`config.mk`:
```
export PLATFORM = sky130hd
export DESIGN_NAME = hex_keypad_scanner
export DESIGN_NICKNAME = d
export VERILOG_FILES = /design/src/rtl/hex_keypad_scanner.sv
export SDC_FILE = /design/constraint.sdc
export NUM_CORES = 1
export LEC_CHECK = 0
export BUFFER_PORTS_ARGS = -buffer_cell sky130_fd_sc_hd__buf_4
export CORE_ASPECT_RATIO = 1.2
export CORE_MARGIN = 3
export CORE_UTILIZATION = 59
export CTS_CLUSTER_DIAMETER = 100
export DETAILED_ROUTE_END_ITERATION = 7
export HOLD_SLACK_MARGIN = 0.12
export PLACE_DENSITY = 0.79
export SYNTH_ARGS = -nofsm -noshare
export SYNTH_HDL_FRONTEND = slang
export SYNTH_SLANG_ARGS = --single-unit
```
`constraint.sdc`:
```
create_clock -name clk -period 2.7 [get_ports clk]
set_clock_uncertainty 0.2 [all_clocks]
set_input_delay 0.54 -clock clk [delete_from_list [all_inputs] [get_ports clk]]
set_output_delay 0.54 -clock clk [all_outputs]
set_load 0.005 [all_outputs]
```
`src/rtl/hex_keypad_scanner.sv`:
```
// 4x4 hex keypad scanner: row scan, debounce, one-cycle key strobe and 4-digit entry register.
// Optional auto-repeat while a key is held is built when KEYPAD_AUTOREPEAT_EN is defined.
module hex_keypad_scanner #(
    parameter int SCAN_CNT_WIDTH     = 12,
    parameter int DEBOUNCE_CNT_WIDTH = 16,
    parameter int REPEAT_CNT_WIDTH   = 22
) (
    input  logic        clk,
    input  logic        rst_n,
    input  logic [3:0]  i_cols,
    input  logic        i_clr,
    output logic [3:0]  o_rows,
    output logic [3:0]  o_key,
    output logic        o_key_valid,
    output logic        o_pressed,
    output logic [15:0] o_data
);
    typedef enum logic [1:0] {
        ST_SCAN     = 2'd0,
        ST_DEBOUNCE = 2'd1,
        ST_HELD     = 2'd2,
        ST_RELEASE  = 2'd3
    } state_t;

    state_t                        state_q, state_d;
    logic [3:0]                    cols_meta_q, cols_s_q;
    logic [1:0]                    row_q, row_d;
    logic [1:0]                    col_q, col_d;
    logic [3:0]                    pat_q, pat_d;
    logic [SCAN_CNT_WIDTH-1:0]     scan_cnt_q, scan_cnt_d;
    logic [DEBOUNCE_CNT_WIDTH-1:0] deb_cnt_q, deb_cnt_d;
    logic [3:0]                    key_q, key_d;
    logic                          key_valid_q, key_valid_d;
    logic                          pressed_q, pressed_d;
    logic [15:0]                   data_q, data_d;

    logic       press_ok;
    logic [1:0] press_col;
    logic       accept;
    logic       rep_fire;
    logic [3:0] code;

    // A press is a single low column; none or several low columns are ignored.
    always_comb begin
        press_ok  = 1'b1;
        press_col = 2'd0;
        case (cols_s_q)
            4'b1110: press_col = 2'd0;
            4'b1101: press_col = 2'd1;
            4'b1011: press_col = 2'd2;
            4'b0111: press_col = 2'd3;
            default: press_ok  = 1'b0;
        endcase
    end

    always_comb begin
        code = 4'h0;
        case ({row_q, col_q})
            4'd0:  code = 4'h1;
            4'd1:  code = 4'h2;
            4'd2:  code = 4'h3;
            4'd3:  code = 4'hA;
            4'd4:  code = 4'h4;
            4'd5:  code = 4'h5;
            4'd6:  code = 4'h6;
            4'd7:  code = 4'hB;
            4'd8:  code = 4'h7;
            4'd9:  code = 4'h8;
            4'd10: code = 4'h9;
            4'd11: code = 4'hC;
            4'd12: code = 4'hE;
            4'd13: code = 4'h0;
            4'd14: code = 4'hF;
            4'd15: code = 4'hD;
            default: code = 4'h0;
        endcase
    end

    always_comb begin
        state_d    = state_q;
        row_d      = row_q;
        col_d      = col_q;
        pat_d      = pat_q;
        scan_cnt_d = scan_cnt_q;
        deb_cnt_d  = deb_cnt_q;
        pressed_d  = pressed_q;
        accept     = 1'b0;
        case (state_q)
            ST_SCAN: begin
                scan_cnt_d = scan_cnt_q + SCAN_CNT_WIDTH'(1);
                if (scan_cnt_q == '1) begin
                    if (press_ok) begin
                        col_d     = press_col;
                        pat_d     = cols_s_q;
                        deb_cnt_d = '0;
                        state_d   = ST_DEBOUNCE;
                    end else begin
                        row_d = row_q + 2'd1;
                    end
                end
            end
            ST_DEBOUNCE: begin
                deb_cnt_d = deb_cnt_q + DEBOUNCE_CNT_WIDTH'(1);
                if (cols_s_q != pat_q) begin
                    state_d    = ST_SCAN;
                    row_d      = row_q + 2'd1;
                    scan_cnt_d = '0;
                end else if (deb_cnt_q == '1) begin
                    accept    = 1'b1;
                    pressed_d = 1'b1;
                    state_d   = ST_HELD;
                end
            end
            ST_HELD: begin
                if (cols_s_q == 4'hF) begin
                    deb_cnt_d = '0;
                    state_d   = ST_RELEASE;
                end
            end
            ST_RELEASE: begin
                deb_cnt_d = deb_cnt_q + DEBOUNCE_CNT_WIDTH'(1);
                if (cols_s_q != 4'hF) begin
                    state_d = ST_HELD;
                end else if (deb_cnt_q == '1) begin
                    pressed_d  = 1'b0;
                    state_d    = ST_SCAN;
                    row_d      = row_q + 2'd1;
                    scan_cnt_d = '0;
                end
            end
            default: state_d = ST_SCAN;
        endcase
    end

`ifdef KEYPAD_AUTOREPEAT_EN
    logic [REPEAT_CNT_WIDTH-1:0] rep_cnt_q, rep_cnt_d;

    // Runs only while held; paused through a release glitch so a bounce does not restart it.
    always_comb begin
        rep_cnt_d = '0;
        if (state_q == ST_HELD) begin
            rep_cnt_d = rep_cnt_q + REPEAT_CNT_WIDTH'(1);
        end else if (state_q == ST_RELEASE) begin
            rep_cnt_d = rep_cnt_q;
        end
    end

    always_ff @(posedge clk or negedge rst_n) begin
        if (!rst_n) begin
            rep_cnt_q <= '0;
        end else begin
            rep_cnt_q <= rep_cnt_d;
        end
    end

    assign rep_fire = (state_q == ST_HELD) && (rep_cnt_q == '1);
`else
    // No repeat counter; the width still appears so both builds share one parameter list.
    assign rep_fire = (REPEAT_CNT_WIDTH < 0);
`endif

    // A clear that lands on a strobe keeps the newest digit alone.
    always_comb begin
        key_valid_d = accept | rep_fire;
        key_d       = key_q;
        data_d      = data_q;
        if (key_valid_d) begin
            key_d  = code;
            data_d = i_clr ? {12'h000, code} : {data_q[11:0], code};
        end else if (i_clr) begin
            data_d = key_valid_q ? {12'h000, key_q} : 16'h0000;
        end
    end

    always_ff @(posedge clk or negedge rst_n) begin
        if (!rst_n) begin
            cols_meta_q <= 4'hF;
            cols_s_q    <= 4'hF;
            state_q     <= ST_SCAN;
            row_q       <= 2'd0;
            col_q       <= 2'd0;
            pat_q       <= 4'hF;
            scan_cnt_q  <= '0;
            deb_cnt_q   <= '0;
            key_q       <= 4'h0;
            key_valid_q <= 1'b0;
            pressed_q   <= 1'b0;
            data_q      <= 16'h0000;
        end else begin
            cols_meta_q <= i_cols;
            cols_s_q    <= cols_meta_q;
            state_q     <= state_d;
            row_q       <= row_d;
            col_q       <= col_d;
            pat_q       <= pat_d;
            scan_cnt_q  <= scan_cnt_d;
            deb_cnt_q   <= deb_cnt_d;
            key_q       <= key_d;
            key_valid_q <= key_valid_d;
            pressed_q   <= pressed_d;
            data_q      <= data_d;
        end
    end

    assign o_rows      = ~(4'b0001 << row_q);
    assign o_key       = key_q;
    assign o_key_valid = key_valid_q;
    assign o_pressed   = pressed_q;
    assign o_data      = data_q;

endmodule

```
==> flow_metrics.env <==
export IMPL_status="finished, final reports clean"
export IMPL_dr_pass1_iters=4
export IMPL_combPwrFrac=0.030
export IMPL_synth_edf_count=0
export IMPL_grt_use_met3=0.0437
export IMPL_syn_avg_cell_area_um2=10.6
export IMPL_timing_rr_end="scan_cnt_q[4]$_DFFE_PN0P_"
export IMPL_cts_buffers=9
export IMPL_crit_fanout=9
export IMPL_ys_top_cells_by_area="dfrtp_1, dfstp_2, mux2_2"
export IMPL_tightest_slew_ns=0.829
export IMPL_antenna_cells=0
export IMPL_final_common_cell="dfrtp_1"
export IMPL_port_buffers=32
export IMPL_p_sw_uw=406
export IMPL_rsz0062_at_grt="false"
export IMPL_muxShareOfSynthArea=0.0603
export IMPL_initial_core_util=0.618
export IMPL_r2r_setup_slack_ns=0.43
export IMPL_avgViaCountPerCell=5.77
export IMPL_p_int_uw=1530
export IMPL_r2r_start="deb_cnt_q[0]$_DFFE_PN0P_"
export IMPL_place_hpwl_um=4650
export IMPL_synth_area_leader_cell="dfrtp_1"
export IMPL_synth_cell_types=59
export IMPL_postSynthCellCount=334
export IMPL_maxCapViolations=0
export IMPL_vias=2614
export IMPL_clockBufferDepth=2
export IMPL_holdWs_ns=0.103
export IMPL_r2r_cells=6
export IMPL_setup_tns_ns=0
export IMPL_cts_repair_resized=0
export IMPL_synth_adder_area_share=0.0388
export IMPL_use_met1=0.245
export IMPL_switching_share=0.210
export IMPL_cp_arrival_ns=2.29
export IMPL_drive_above_1_share=0.263
export IMPL_rows=30
export IMPL_grt_overflow_total=0
export IMPL_slew_headroom=0.447
export IMPL_syn_to_final_growth_pct=14.8
export IMPL_drc_errors=0
export IMPL_synth_xor_area_frac=0.0494
export IMPL_syn_nets=352
export IMPL_routedWlPerCell_um=15.1
export IMPL_root_buffer="clkbuf_8"
export IMPL_yosysWarnings=0
export IMPL_layout_nets=386
export IMPL_die_h_um=90.9
export IMPL_io_pins=33
export IMPL_period_minus_slack_ns=2.27
export IMPL_finalHoldViolations=0
export IMPL_most_common_layout_cells="dfrtp_1, buf_4, nand3_1"
export IMPL_synth_seq_cells=68
export IMPL_synth_top_cell_area_share=0.395
export IMPL_max_freq_ghz=0.440
export IMPL_fin_crit_sh=0.841
export IMPL_gp_congestion=0.780
export IMPL_synth_async_sr_flop_share=1.00
export IMPL_p_per_area_nw_per_um2=476
export IMPL_grt_total_usage=0.209
export IMPL_clock_sinks=68
export IMPL_antenna_found_initial=0
export IMPL_die_area_um2=6980
export IMPL_synth_compound_area_frac=0.151
export IMPL_irDropWorstVdd_mv=0.431
export IMPL_synth_top_family_by_area="simple AND/OR/NAND/NOR gates"
export IMPL_drt_total_wl_um=6850
export IMPL_setup_violations=0
export IMPL_synthesis_area_um2=3550
export IMPL_grt_pass1_vias=2626
export IMPL_cp_required_ns=2.72
export IMPL_use_met2=0.368
export IMPL_critPathKind="flop to flop"
export IMPL_p_leak_uw=0.00185
export IMPL_fp_dieW_um=76.8
export IMPL_clockPowerShare=0.431
export IMPL_yosysSeqAreaShare=0.484
export IMPL_clk_pin_slew_ns=0.07
export IMPL_busiest_layer="met2"
export IMPL_grt_max_degree=69
export IMPL_clk_latency_ns=0.34
export IMPL_pwr_share_seq=0.539
export IMPL_core_um2=5740
export IMPL_htreeDepth=3
export IMPL_end_kind="flop"
export IMPL_grt_pass1_wl_um=11900
export IMPL_drtIter0Drc=135
export IMPL_synthFlopType="dfrtp_1"
export IMPL_hp_class="input port to asynchronous set/reset pin"
export IMPL_yosys_area_share_simple=0.177
export IMPL_slew_violations=0
export IMPL_cts_tree="yes"
export IMPL_cp_start_kind="flop"
export IMPL_ant_nets=0
-- final cells by class --
type / instances / area, um^2
clock buffer: 12 / 155
clock inverter: 4 / 47.5
fill: 449 / 1670
inverter: 12 / 45.0
multi-input combinational: 236 / 1690
sequential: 68 / 1720
tap: 80 / 100
timing repair buffer: 41 / 318
-- logic make-up (layout without fill, tap and decap cells) --
group,count (synthesis),count (layout)
and+or+nand+nor,107,107
AOI/OAI and AO/OA,79,79
xor gates and xnor gates,20,20
buffers and inverters,30,69
muxes,19,19
adders and majority gates,11,11
DFF,68,68
-- per-stage QoR --
stage	cells	cell area, um^2	utilization	setup slack, ns	power (uW)
CTS	453	4070	0.709	0.429	1970
floorplan	334	3550	-	0.618	1080
finish	453	4070	0.709	0.428	1940
global placement	433	3830	0.667	0.536	1120
detailed placement	433	3830	0.667	0.438	1120
global route	453	4070	0.709	0.287	2020
-- synthesized netlist by cell type (2+ instances only) --
cell type / count
a211o_1: 2
a211oi_1: 2
a21oi_1: 24
a22o_1: 14
and2_1: 2
and3_1: 4
and4_1: 4
buf_2: 4
buf_4: 2
buf_6: 2
clkbuf_1: 10
dfrtp_1: 56
dfstp_2: 12
ha_1: 11
inv_1: 10
mux2_2: 15
mux2i_1: 3
nand2_1: 20
nand3_1: 28
nand4_1: 6
nand4b_1: 2
nor2_1: 14
nor2_2: 2
nor3_1: 2
nor3_4: 2
nor3b_1: 2
nor4_1: 5
o211a_1: 2
o211ai_1: 3
o21ai_0: 20
o2bb2ai_1: 2
or4_1: 2
xnor2_1: 12
xor2_1: 8
-- worst max-delay path by stage --
stage / from / endpoint / slack, ns
after CTS: deb_cnt_q[0]$_DFFE_PN0P_ / scan_cnt_q[4]$_DFFE_PN0P_ / 0.43
after global placement: deb_cnt_q[0]$_DFFE_PN0P_ / o_key[2]$_DFFE_PN0P_ / 0.54
after floorplan: cols_s_q[2]$_DFF_PN1_ / scan_cnt_q[10]$_DFFE_PN0P_ / 0.62
after detailed placement: deb_cnt_q[0]$_DFFE_PN0P_ / scan_cnt_q[9]$_DFFE_PN0P_ / 0.44
after global routing: deb_cnt_q[0]$_DFFE_PN0P_ / scan_cnt_q[8]$_DFFE_PN0P_ / 0.29
final: deb_cnt_q[0]$_DFFE_PN0P_ / scan_cnt_q[4]$_DFFE_PN0P_ / 0.43
-- power by group through the flow --
stage | combinational (uW) | clock [uW] | sequential, uW
6_report | 58.7 | 835 | 1040
3_5_place_dp | 56.0 | 0 | 1060
3_3_place_gp | 55.2 | 0 | 1060
2_1_floorplan | 23.6 | 0 | 1060
5_1_grt | 66.2 | 904 | 1050
4_1_cts | 60.8 | 860 | 1040
-- sequential cells by signal, indices dropped and copies added (netlist names) --
register / cells
o_data: 16
scan_cnt_q: 12
o_pressed: 1
deb_cnt_q: 16
row_q: 2
pat_q: 4
cols_s_q: 4
state_q: 2
col_q: 2
o_key: 4
cols_meta_q: 4
o_key_valid: 1
-- critical path: stages, from the launching register on --
cell	delay (ns)
dfrtp_1	0.39
ha_1	0.22
nand2_1	0.12
nor3_4	0.37
and4_1	0.42
nor3b_1	0.09
a311o_1	0.34
-- repair_timing --
item / CTS / global route
hold endpoints to repair: 4 / 0
buffers inserted: 0 / 0
hold buffers: 4 / 0
-- metal layers --
| metal | vias up | wire length (um) |
|---|---|---|
| met5 | - | 0 |
| met4 | 0 | 136 |
| met3 | 13 | 224 |
| met2 | 50 | 3550 |
| met1 | 1268 | 2940 |
| li1 | 1283 | - |
Power figures use the tool's default switching activity.
